[src/rtl/lissajous_sweep_ctrl.sv]
// Sweep controller for a two-channel DDS Lissajous generator: steps Pword2 (phase)
// or Fword2 (ratio) after each dwell and pulses DDS_rst so both accumulators resync.
module lissajous_sweep_ctrl #(
  parameter int PHASE_MOD = 360,
  parameter int F2_MIN    = 1,
  parameter int F2_MAX    = 255,
  parameter int RST_CYC   = 2
) (
  input  logic        clk,
  input  logic        reset,
  input  logic        start,
  input  logic        stop,
  input  logic        mode,
  input  logic [15:0] dwell,
  input  logic [8:0]  pstep,
  input  logic        man_load,
  input  logic [5:0]  man_F1,
  input  logic [7:0]  man_F2,
  input  logic [8:0]  man_P2,
  output logic [5:0]  Fword1,
  output logic [7:0]  Fword2,
  output logic [8:0]  Pword1,
  output logic [8:0]  Pword2,
  output logic        DDS_rst,
  output logic        sweeping,
  output logic        step_pulse
);

  localparam logic [9:0] LP_MOD      = 10'(PHASE_MOD);
  localparam logic [8:0] LP_PMAX     = 9'(PHASE_MOD - 1);
  localparam logic [7:0] LP_F2_MIN   = 8'(F2_MIN);
  localparam logic [7:0] LP_F2_MAX   = 8'(F2_MAX);
  localparam logic [3:0] LP_RST_LAST = 4'(RST_CYC - 1);

  typedef enum logic [1:0] {S_IDLE, S_DWELL, S_UPDATE, S_RESYNC} state_t;

  state_t      r_state, w_next;
  logic [15:0] r_cnt;
  logic [3:0]  r_rcnt;
  logic        r_stop_lat, r_mode, r_manual;
  logic [5:0]  r_fword1;
  logic [7:0]  r_fword2;
  logic [8:0]  r_pword2;

  logic [15:0] w_dwell_last;
  logic        w_rs_done;
  logic [8:0]  w_pstep_c, w_pnext, w_man_p2;
  logic [9:0]  w_psum, w_man_ext;
  logic [7:0]  w_f2_next;

  assign w_dwell_last = (dwell == 16'd0) ? 16'd0 : dwell - 16'd1;
  assign w_rs_done    = (r_rcnt == LP_RST_LAST);

  assign w_pstep_c = (pstep > LP_PMAX) ? LP_PMAX : pstep;
  assign w_psum    = {1'b0, r_pword2} + {1'b0, w_pstep_c};
  assign w_pnext   = (w_psum >= LP_MOD) ? 9'(w_psum - LP_MOD) : w_psum[8:0];
  assign w_man_ext = {1'b0, man_P2};
  assign w_man_p2  = (w_man_ext >= LP_MOD) ? 9'(w_man_ext - LP_MOD) : man_P2;
  // Out-of-range ratio words (below min or at max) restart the sweep at F2_MIN.
  assign w_f2_next = (r_fword2 < LP_F2_MIN || r_fword2 >= LP_F2_MAX) ? LP_F2_MIN
                                                                     : r_fword2 + 8'd1;

  always_comb begin
    w_next = r_state;
    case (r_state)
      S_IDLE: begin
        if (stop)          w_next = S_IDLE;
        else if (start)    w_next = S_DWELL;
        else if (man_load) w_next = S_RESYNC;
      end
      S_DWELL: begin
        // >= rather than == so a dwell shortened mid-count still terminates.
        if (stop)                       w_next = S_IDLE;
        else if (r_cnt >= w_dwell_last) w_next = S_UPDATE;
      end
      S_UPDATE: w_next = S_RESYNC;
      S_RESYNC: begin
        if (w_rs_done)
          w_next = (r_manual || r_stop_lat || stop) ? S_IDLE : S_DWELL;
      end
      default: w_next = S_IDLE;
    endcase
  end

  always_ff @(posedge clk or posedge reset) begin
    if (reset) begin
      r_state    <= S_IDLE;
      r_cnt      <= '0;
      r_rcnt     <= '0;
      r_stop_lat <= 1'b0;
      r_mode     <= 1'b0;
      r_manual   <= 1'b0;
    end else begin
      r_state <= w_next;
      r_cnt   <= (r_state == S_DWELL && w_next == S_DWELL) ? r_cnt + 16'd1 : 16'd0;
      r_rcnt  <= (r_state == S_RESYNC && !w_rs_done) ? r_rcnt + 4'd1 : 4'd0;
      if ((r_state == S_UPDATE || r_state == S_RESYNC) && stop)
        r_stop_lat <= 1'b1;
      else if (r_state == S_IDLE || r_state == S_DWELL)
        r_stop_lat <= 1'b0;
      if (r_state == S_IDLE) begin
        r_manual <= (w_next == S_RESYNC);
        if (w_next == S_DWELL) r_mode <= mode;
      end
    end
  end

  always_ff @(posedge clk or posedge reset) begin
    if (reset) begin
      r_fword1 <= 6'd1;
      r_fword2 <= 8'd1;
      r_pword2 <= 9'd0;
    end else if (r_state == S_IDLE && w_next == S_RESYNC) begin
      r_fword1 <= man_F1;
      r_fword2 <= man_F2;
      r_pword2 <= w_man_p2;
    end else if (r_state == S_UPDATE) begin
      if (r_mode) r_fword2 <= w_f2_next;
      else        r_pword2 <= w_pnext;
    end
  end

  assign Fword1     = r_fword1;
  assign Fword2     = r_fword2;
  assign Pword1     = '0;
  assign Pword2     = r_pword2;
  assign DDS_rst    = (r_state == S_RESYNC);
  assign sweeping   = (r_state != S_IDLE) && !r_manual;
  assign step_pulse = (r_state == S_UPDATE);

endmodule

[config.mk]
export PLATFORM = sky130hd
export DESIGN_NAME = lissajous_sweep_ctrl
export DESIGN_NICKNAME = d
export VERILOG_FILES = /design/src/rtl/lissajous_sweep_ctrl.sv
export SDC_FILE = /design/constraint.sdc
export NUM_CORES = 1
export LEC_CHECK = 0
export CORE_AREA = 2 2 110 112
export DETAILED_ROUTE_END_ITERATION = 10
export DIE_AREA = 0 0 112 114
export SYNTH_ARGS = -nofsm -noshare
export SYNTH_HDL_FRONTEND = slang
export SYNTH_SLANG_ARGS = --single-unit
[constraint.sdc]
create_clock -name clk -period 2.5 [get_ports clk]
set_clock_uncertainty 0.05 [all_clocks]
set_input_delay 0.5 -clock clk [delete_from_list [all_inputs] [get_ports clk]]
set_output_delay 0.5 -clock clk [all_outputs]
set_load 0.01 [all_outputs]
; ---- Word-level counts from Yosys, hierarchy flattened
; Cells that the tools add are included.
[classes]
addsub = 7
n_lt_le_gt_ge = 6
eq_ne = 7
n_mux = 23
reduce_logical = 21
[op_table]
columns = op, n
row1 = $mux W9, 6
row2 = $mux W16, 2
row3 = $mux W8, 4
row4 = $sub A9 B9 Y9 const B, 2
row5 = $add A16 B1 Y16 const B, 1
row6 = $ge A16 B16 Y1, 1
row7 = $logic_not A16 Y1, 1
row8 = $sub A16 B1 Y16 const B, 1
row9 = $mux W2, 6
row10 = $add A9 B9 Y10, 1
row11 = $ge A10 B9 Y1 const B, 1
row12 = $ge A9 B9 Y1 const B, 1
row13 = $gt A9 B9 Y1 const B, 1
row14 = $add A8 B1 Y8 const B, 1
row15 = $ge A8 B8 Y1 const B, 1
row16 = $lt A8 B1 Y1 const B, 1
row17 = $pmux W2 S4, 1
row18 = $reduce_bool A2 Y1, 4
row19 = $eq A2 B2 Y1 const B, 3
row20 = $reduce_and A2 Y1, 3
row21 = $logic_and A1 B1 Y1, 5
row22 = $logic_or A1 B1 Y1, 5
row23 = $add A4 B1 Y4 const B, 1
row24 = $eq A2 B1 Y1 const B, 2
row25 = 6 further kinds, 9
[word_totals]
register_bits = 48
in_bits = 54

; ---- Longest topological paths before layout
; Gate-level depths: netlist of run 1.
[depth]
depth_word = 10
mapped_depth = 16
depth_no_buf = 14

; ---- Worst setup path before layout of run 1
; OpenSTA, ideal clock, no wires.
[synth_timing]
path_kind = in2reg
start = input port dwell[5]
end = register r_cnt[10]
arrival_time_ps = 3455
path_slack_ps = -1078
stages = 15
path_cell_list = nor4_1 > nand4b_1 > or3_1 > clkbuf_1 > clkbuf_1 > nand2_1 > ha_1 > a21oi_1 > o21ai_0 > a221o_1 > a21o_1 > a21oi_1 > o211ai_1 > clkbuf_1 > nor2_1
[synth_via]
elab_chain_cells = 9
word_cells_on_any_way = 10
cone_classes = add/sub: 1 / order compare: 1 / eq/ne: 1 / mux: 5 / reduce/logical: 2
[synth_rtl]
columns = element, line_no
row1 = from (decl), 14  ; input logic [15:0] dwell,
row2 = $sub A16 B1 Y16 or $logic_not A16 Y1 (tied branches), 51  ; assign w_dwell_last = (dwell == 16'd0) ? 16'd0 : dwell - 16'd1;
row3 = $mux W16 *, 51
row4 = $ge A16 B16 Y1 *, 74  ; else if (r_cnt >= w_dwell_last) w_next = S_UPDATE;
row5 = $mux W2 *, 74
row6 = $mux W2 *, 73  ; if (stop) w_next = S_IDLE;
row7 = $pmux W2 S4 *, 65  ; case (r_state)
row8 = $eq A2 B1 Y1 *, 95  ; r_cnt <= (r_state == S_DWELL && w_next == S_DWELL) ? r_cnt + 16'd1 : 16'd0;
row9 = $logic_and A1 B1 Y1 *, 95
row10 = $mux W16 *, 95
row11 = to (signal assigned), 95
row12 = to (decl), 38  ; logic [15:0] r_cnt;
; Every way passes the cells marked *; elsewhere a longest branch is shown, timed or not.
; A chain may end at the register's enable or synchronous reset.

; ---- Worst setup path after layout of run 1
[layout_timing]
start = input port dwell[11]
end = register r_state[1]
[layout_via]
elab_chain_cells = 6
word_cells_on_any_way = 7
cone_classes = add/sub: 1 / order compare: 1 / mux: 4 / reduce/logical: 1
[layout_rtl]
columns = element, line_no
row1 = $sub A16 B1 Y16 or $logic_not A16 Y1 (tied branches), 51
row2 = $mux W16 *, 51
row3 = $ge A16 B16 Y1 *, 74
row4 = $mux W2 *, 74
row5 = $mux W2 *, 73
row6 = $pmux W2 S4 *, 65
row7 = named net w_next[1], 37  ; state_t r_state, w_next;
row8 = to (signal assigned), 94  ; r_state <= w_next;
row9 = to (decl), 37
; Mark *: on every way through the listed nets, which the timed path passes. The rest lies on a longest branch.

==> results of run 1 <==
cells by family after synthesis:
family	count (synthesis)	share of synthesized area [%]
multiplexers	2	0.538
AO/OA/AOI/OAI	92	16.7
adder cells (fa/ha/maj)	35	11.3
flip-flops	48	30.5
buffers and inverters	38	4.81
XOR/XNOR	37	8.68
AND/OR/NAND/NOR	225	27.5
other	1	0.0949
timing repair:
action | CTS | global route
endpoints found under the hold margin | 0 | 0
endpoints found under the setup margin | 24 | 24
resized for setup | 130 | 45
setup buffers | 12 | 6
cloned | 2 | 0
pin swaps | 37 | 31
critical path, cell delays in order:
cell	delay, ns
buf_6	0.09
or4_4	0.54
or3_4	0.46
a21bo_4	0.21
ha_4	0.19
a21oi_2	0.13
o21ai_1	0.07
a221o_1	0.29
a21o_1	0.17
a21oi_2	0.14
buf_4	0.12
o21ai_2	0.06
o221a_2	0.26
area by class of cell:
type | instances | area share, %
Multi-Input combinational cell | 400 | 49.4
Sequential cell | 48 | 19.2
Timing Repair Buffer | 175 | 25.0
Inverter | 16 | 0.960
Clock inverter | 2 | 0.240
Clock buffer | 6 | 2.22
Tap cell | 147 | 2.94
through the flow:
step / cell area [um2] / hold slack, ns
after CTS: 6000 / 0.414
final: 6260 / 0.412
after floorplan: 4080 / 0.407
after global placement: 5500 / 0.399
after detailed placement: 5500 / 0.403
after global routing: 6260 / 0.446
final timing paths:
path | startpoint | to | slack (ns)
max in group asynchronous | reset | Fword1[0]$_DFFE_PP1P_ | 1.25
min in group asynchronous | reset | Pword2[7]$_DFFE_PP0P_ | 0.53
setup reg to reg | Pword2[0]$_DFFE_PP0P_ | Pword2[7]$_DFFE_PP0P_ | -0.25
hold / removal | Fword1[0]$_DFFE_PP1P_ | Fword1[0]$_DFFE_PP1P_ | 0.41
setup / recovery | dwell[11] | r_state[1]$_DFF_PP0_ | -0.59
hold reg to reg | Fword1[0]$_DFFE_PP1P_ | Fword1[0]$_DFFE_PP1P_ | 0.41
cells in the mapped netlist (all sizes together) (3+ instances only):
cell	count	area share, %
nand2	76	7.2
clkbuf	9	0.86
inv	16	1.5
and3	3	0.48
or2	3	0.48
nor4	9	1.4
a211oi	3	1.0
nand3	20	2.5
xnor2	11	2.4
xor2	26	6.2
buf	13	2.4
a21oi	18	2.3
nand2b	9	1.4
o211ai	4	0.76
a221o	3	0.76
nor3	22	3.0
ha	34	11
nor2b	6	0.95
or4	3	0.57
o21ai	28	3.5
a31oi	9	2.2
and2	10	1.6
nor2	49	4.7
dfrtp	46	29
nand3b	3	0.57
a21o	5	1.1
placed cells by master, fill, tap and decap left out, types with 9 or more instances in the layout:
cell	instances
buf_4	84
nand2_1	68
clkdlybuf4s50_1	56
dfrtp_1	46
nor2_1	35
xor2_1	24
ha_1	22
o21ai_0	21
nor3_1	17
buf_6	17
nand3_1	16
inv_1	13
a21oi_1	12
xnor2_1	10
ha_4	10
conb_1	9
power by group:
group	leakage (nW)	total, W	switching (W)	internal, W
Combinational	2.04	0.00387	0.00188	0.00199
Clock	0.0691	0.000691	0.000293	0.000398
Sequential	0.615	0.00130	0.000273	0.00102
layer usage:
| layer | up-vias | GRT usage [%] | wire (um) |
|---|---|---|---|
| li1 | 2002 | - | - |
| met1 | 1933 | 22.8 | 5190 |
| met2 | 102 | 31.0 | 5660 |
| met3 | 4 | 3.40 | 562 |
| met4 | 0 | 2.85 | 51 |
| met5 | - | 0 | 0 |
registers in the layout, indices dropped and copies added (netlist names):
name        cells
Fword2          8
r_stop_lat      1
r_state         2
r_mode          1
Pword2          9
r_cnt          16
r_rcnt          4
r_manual        1
Fword1          6
==> results.toml, run 1 <==
[drt]
routed_wl_mm = 11.5
ant_nets = 0
num_vias = 4041
vias_per_cell = 5.09
first_iter_violations = 184
wire_per_inst_um = 14.4
drc = 0
drt_pass1_iterations = 4

[floorplan]
die_h_um = 114
initial_core_util_pct = 33.7
boundaryPins = 89
core_um2 = 11700
die_width_um = 112
die-area_um2 = 12800
rows = 40

[clocking]
clk_pin_slew_ns = 0.07
cts_buffers = 5
clk_latency_ns = 0.29
clock_sinks = 48
clk_path_buf_depth = 2
ctsHoldBuffers = 0
tritoncts = "yes"
h-tree-depth = 2
clockRootBuffer = "clkbuf_16"

[synth]
synth-edff-count = 0
async_flop_share_pct = 100
avgSynthCellArea_um2 = 8.26
yosysSeqAreaShare_pct = 30.5
synth_area_um2 = 3950
ys_types = 68
synthCells = 478
yosysWarnings = 0
ys_ff_latch = 48
synth_ff_type = "dfrtp_1"

[timing]
hold_viol_final = 0
slew_violations = 0
fin_setup_tns_ns = -12.47
rsz0062_at_grt = "true"
worst_pin_slew_ns = 0.602
fin_ws_ns = -0.590
max_clock_freq_mhz = 324
finalCritPeriodShare_pct = 124
slew_headroom_pct = 59.9
final-setup-viol-count = 24
period_minus_slack_ns = 3.09

[power_and_ir_drop]
power_w = 0.00586
pwr_density_cell_nw_per_um2 = 936
irDropWorstVdd_uv = 973
p_leak_nw = 2.72

[grt]
gr-usage-all-layers_pct = 17.5
gr-total-overflow = 0
grt_pass1_vias = 4126
grt_max_degree = 28
grt_antenna_before_repair = 0
grt_first_pass_wirelength_mm = 18.7

[final_layout]
post-route-util_pct = 53.4
regArea_um2 = 1200
final_net_count = 735
fin_cells = 794
multi_input_area_um2 = 3090
layout-drive-gt1-share_pct = 33.5
num_antenna_cells = 0
fillCellCount = 1094
syn2layout_area_growth_pct = 58.4

[placed_design]
port_buffers = 79
dp_slack_ns = -1.33
dp_cells = 767
hpwl_mm = 8.49
place.gp.congestion = 0.830

[setup_path]
crit_fanout = 4
crit_arrival_ns = 3.22
criticalPathCategory = "in2reg"
required_ns = 2.63
cp-end-kind = "flip-flop"
r2r_cells = 11
worstSetupStartpointType = "input port"

[min_path]
hold_depth = 2
hp-class = "reg2reg"

[job]
maxCapViolCount = 0

[run_status]
status = "complete, but fails checks"
violations = "setup timing"
No activity file was read; power rests on OpenSTA's default activity.
==> run 2, diff against run 1 <==
--- a/config.mk
+++ b/config.mk
@@ -6,6 +6,7 @@
 export NUM_CORES = 1
 export LEC_CHECK = 0
 export CORE_AREA = 2 2 110 112
+export CTS_CLUSTER_SIZE = 28
 export DETAILED_ROUTE_END_ITERATION = 10
 export DIE_AREA = 0 0 112 114
 export SYNTH_ARGS = -nofsm -noshare
==> results of run 2 <==
Final layout, timing and power as in run 1 (identical DEF).
==> run 3, diff against run 2 <==
--- a/config.mk
+++ b/config.mk
@@ -5,10 +5,12 @@
 export SDC_FILE = /design/constraint.sdc
 export NUM_CORES = 1
 export LEC_CHECK = 0
-export CORE_AREA = 2 2 110 112
+export ABC_CLOCK_PERIOD_IN_PS = 2500
+export CORE_AREA = 2 2 95 97
 export CTS_CLUSTER_SIZE = 28
 export DETAILED_ROUTE_END_ITERATION = 10
-export DIE_AREA = 0 0 112 114
+export DIE_AREA = 0 0 97 99
+export PLACE_DENSITY = 0.77
 export SYNTH_ARGS = -nofsm -noshare
 export SYNTH_HDL_FRONTEND = slang
 export SYNTH_SLANG_ARGS = --single-unit
==> run 3 against run 2 <==
The run still ends with setup timing left. Die area shrank 25%. Highest routed layer unchanged. Largest power group unchanged. Maximum frequency fell by 3.2%. Via count up 0.92%. Non-clock buffer count shrank 2. Power grew 2.6%. Largest cell class unchanged. Clock-buffer cell count is 1 lower.
==> results.toml, run 3 (synthesis results as in run 1) <==
[drt]
wire_per_inst_um = 15.6
drc = 0
routed_wl_mm = 11.8
ant_nets = 0
num_vias = 4078
first_iter_violations = 176
vias_per_cell = 5.41
drt_pass1_iterations = 4

[grt]
gr-usage-all-layers_pct = 24.5
grt_antenna_before_repair = 0
grt_pass1_vias = 4242
grt_max_degree = 26
grt_first_pass_wirelength_mm = 19.6
gr-total-overflow = 0

[setup_path]
critPathTopFamily = "simple AND/OR/NAND/NOR gates"
cp-end-kind = "flip-flop"
r2r_setup_slack_ns = -0.27
r2r_end = "Pword2[7]$_DFFE_PP0P_"
crit_buf_inv = 3
crit_fanout = 5
r2r_start = "Pword2[0]$_DFFE_PP0P_"
crit_top_cell = "buf_4"
required_ns = 2.69
r2r_cells = 11
slowest_delay_ns = 0.54
crit_arrival_ns = 3.38
startpoint = "dwell[10]"
worstSetupStartpointType = "input port"
cp_cell_sequence = "buf_2 > or4_4 > or3_4 > and2_1 > ha_1 > nand2b_1 > a211oi_2 > o21bai_1 > a21o_1 > a31oi_2 > o211ai_1 > buf_4 > buf_4 > nor2_2"
criticalPathCategory = "in2reg"
cp_num_cells = 14
cp_slowest_cell = "or4_4"
setup.worst_path.end = "r_cnt[4]$_DFF_PP0_"

[placed_design]
hpwl_mm = 8.46
dp_slack_ns = -1.32
dp_cells = 726
place.gp.congestion = 0.882
port_buffers = 79

[final_layout]
largest_register_ffs = 16
post-route-util_pct = 72.0
final_net_count = 734
largest_register = "r_cnt"
fillCellCount = 619
final_common_cell = "buf_4"
layout-drive-gt1-share_pct = 32.8
syn2layout_area_growth_pct = 55.9
num_antenna_cells = 0
final_cell_mix = "buf_4 (83), nand2_1 (71), clkdlybuf4s50_1 (57)"
fin_cells = 754

[clocking]
clk_path_buf_depth = 2
cts_buffers = 5
clk_latency_ns = 0.30
clk_pin_slew_ns = 0.10
h-tree-depth = 2
ctsHoldBuffers = 0
clock_sinks = 48
clockRootBuffer = "clkbuf_8"
tritoncts = "yes"

[timing]
period_minus_slack_ns = 3.19
hold_viol_final = 0
fin_ws_ns = -0.691
worst_pin_slew_ns = 0.583
slew_headroom_pct = 61.1
fin_setup_tns_ns = -14.96
final-setup-viol-count = 24
timing.hold.ws_ns = 0.417
slew_violations = 0
finalCritPeriodShare_pct = 128
rsz0062_at_grt = "true"
max_clock_freq_mhz = 313

[job]
maxCapViolCount = 0

[floorplan]
rows = 34
die_width_um = 97
core_um2 = 8550
die-area_um2 = 9600
boundaryPins = 89
initial_core_util_pct = 46.2
die_h_um = 99

[min_path]
hp-class = "reg2reg"
min_from = "Fword1[0]$_DFFE_PP1P_"

[power_and_ir_drop]
irDropWorstVdd_uv = 1060
p_leak_nw = 2.71
pwr_density_cell_nw_per_um2 = 975

[run_status]
status = "complete, but fails checks"
violations = "setup timing"
[run 3: cell types whose count changed in the layout (fill, tap and decap cells not counted), moves of 4 or more]
cell / before / now
clkbuf_16: 5 / 0
ha_1: 22 / 27
clkbuf_8: 1 / 5
nor2_2: 6 / 10
[run 3: per-stage QoR]
step | area, um2 | total power [W]
floorplan | 4080 | 0.00308
finish | 6160 | 0.00601
detailed placement | 5420 | 0.00447
global route | 6160 | 0.00640
global placement | 5420 | 0.00436
CTS | 5970 | 0.00569
[run 3: final cells by class]
cell class | instances | area, um2 | area share [%]
Clock buffer | 5 | 68.8 | 1.12
Clock inverter | 3 | 68.8 | 1.12
Inverter | 16 | 60.1 | 0.975
Multi-Input combinational cell | 401 | 3130 | 50.8
Sequential cell | 48 | 1200 | 19.5
Tap cell | 108 | 135 | 2.19
Timing Repair Buffer | 173 | 1500 | 24.3
[run 3: worst min path at each step]
stage                     cells past startpoint  slack [ns]                     to
final                                         2        0.42  Fword1[0]$_DFFE_PP1P_
after global routing                          2        0.45  Fword1[0]$_DFFE_PP1P_
after CTS                                     2        0.42  Fword1[0]$_DFFE_PP1P_
after detailed placement                      2        0.41  Fword1[0]$_DFFE_PP1P_
after global placement                        2        0.40  Fword1[0]$_DFFE_PP1P_
after floorplan                               1        0.41    r_rcnt[0]$_DFF_PP0_
[run 3: metal layers]
layer,track usage (%),wire (um),vias up
met3,4.54,618,25
li1,-,-,2002
met1,30.1,4940,1927
met2,44.3,5960,124
met4,6.83,247,0
met5,0,0,-
[run 3: worst min-delay path, stage by stage, from the launching register on]
cell	delay (ns)
dfstp_2	0.38
nand2_1	0.05
nand2_1	0.04
[run 3: power by group]
group          leakage, nW  switching, W  total [W]  internal [W]
clock               0.0687      0.000273   0.000676      0.000403
combinational         2.03       0.00197    0.00403       0.00206
sequential           0.615      0.000280    0.00130       0.00102
total                 2.71       0.00253    0.00601       0.00348
[run 3: what timing repair did]
| item | 4_1_cts | 5_1_grt |
|---|---|---|
| pin swaps | 45 | 24 |
| buffers inserted | 11 | 8 |
| gates cloned | 2 | 0 |
| gates resized for setup | 128 | 43 |
| endpoints found under the setup margin | 24 | 25 |
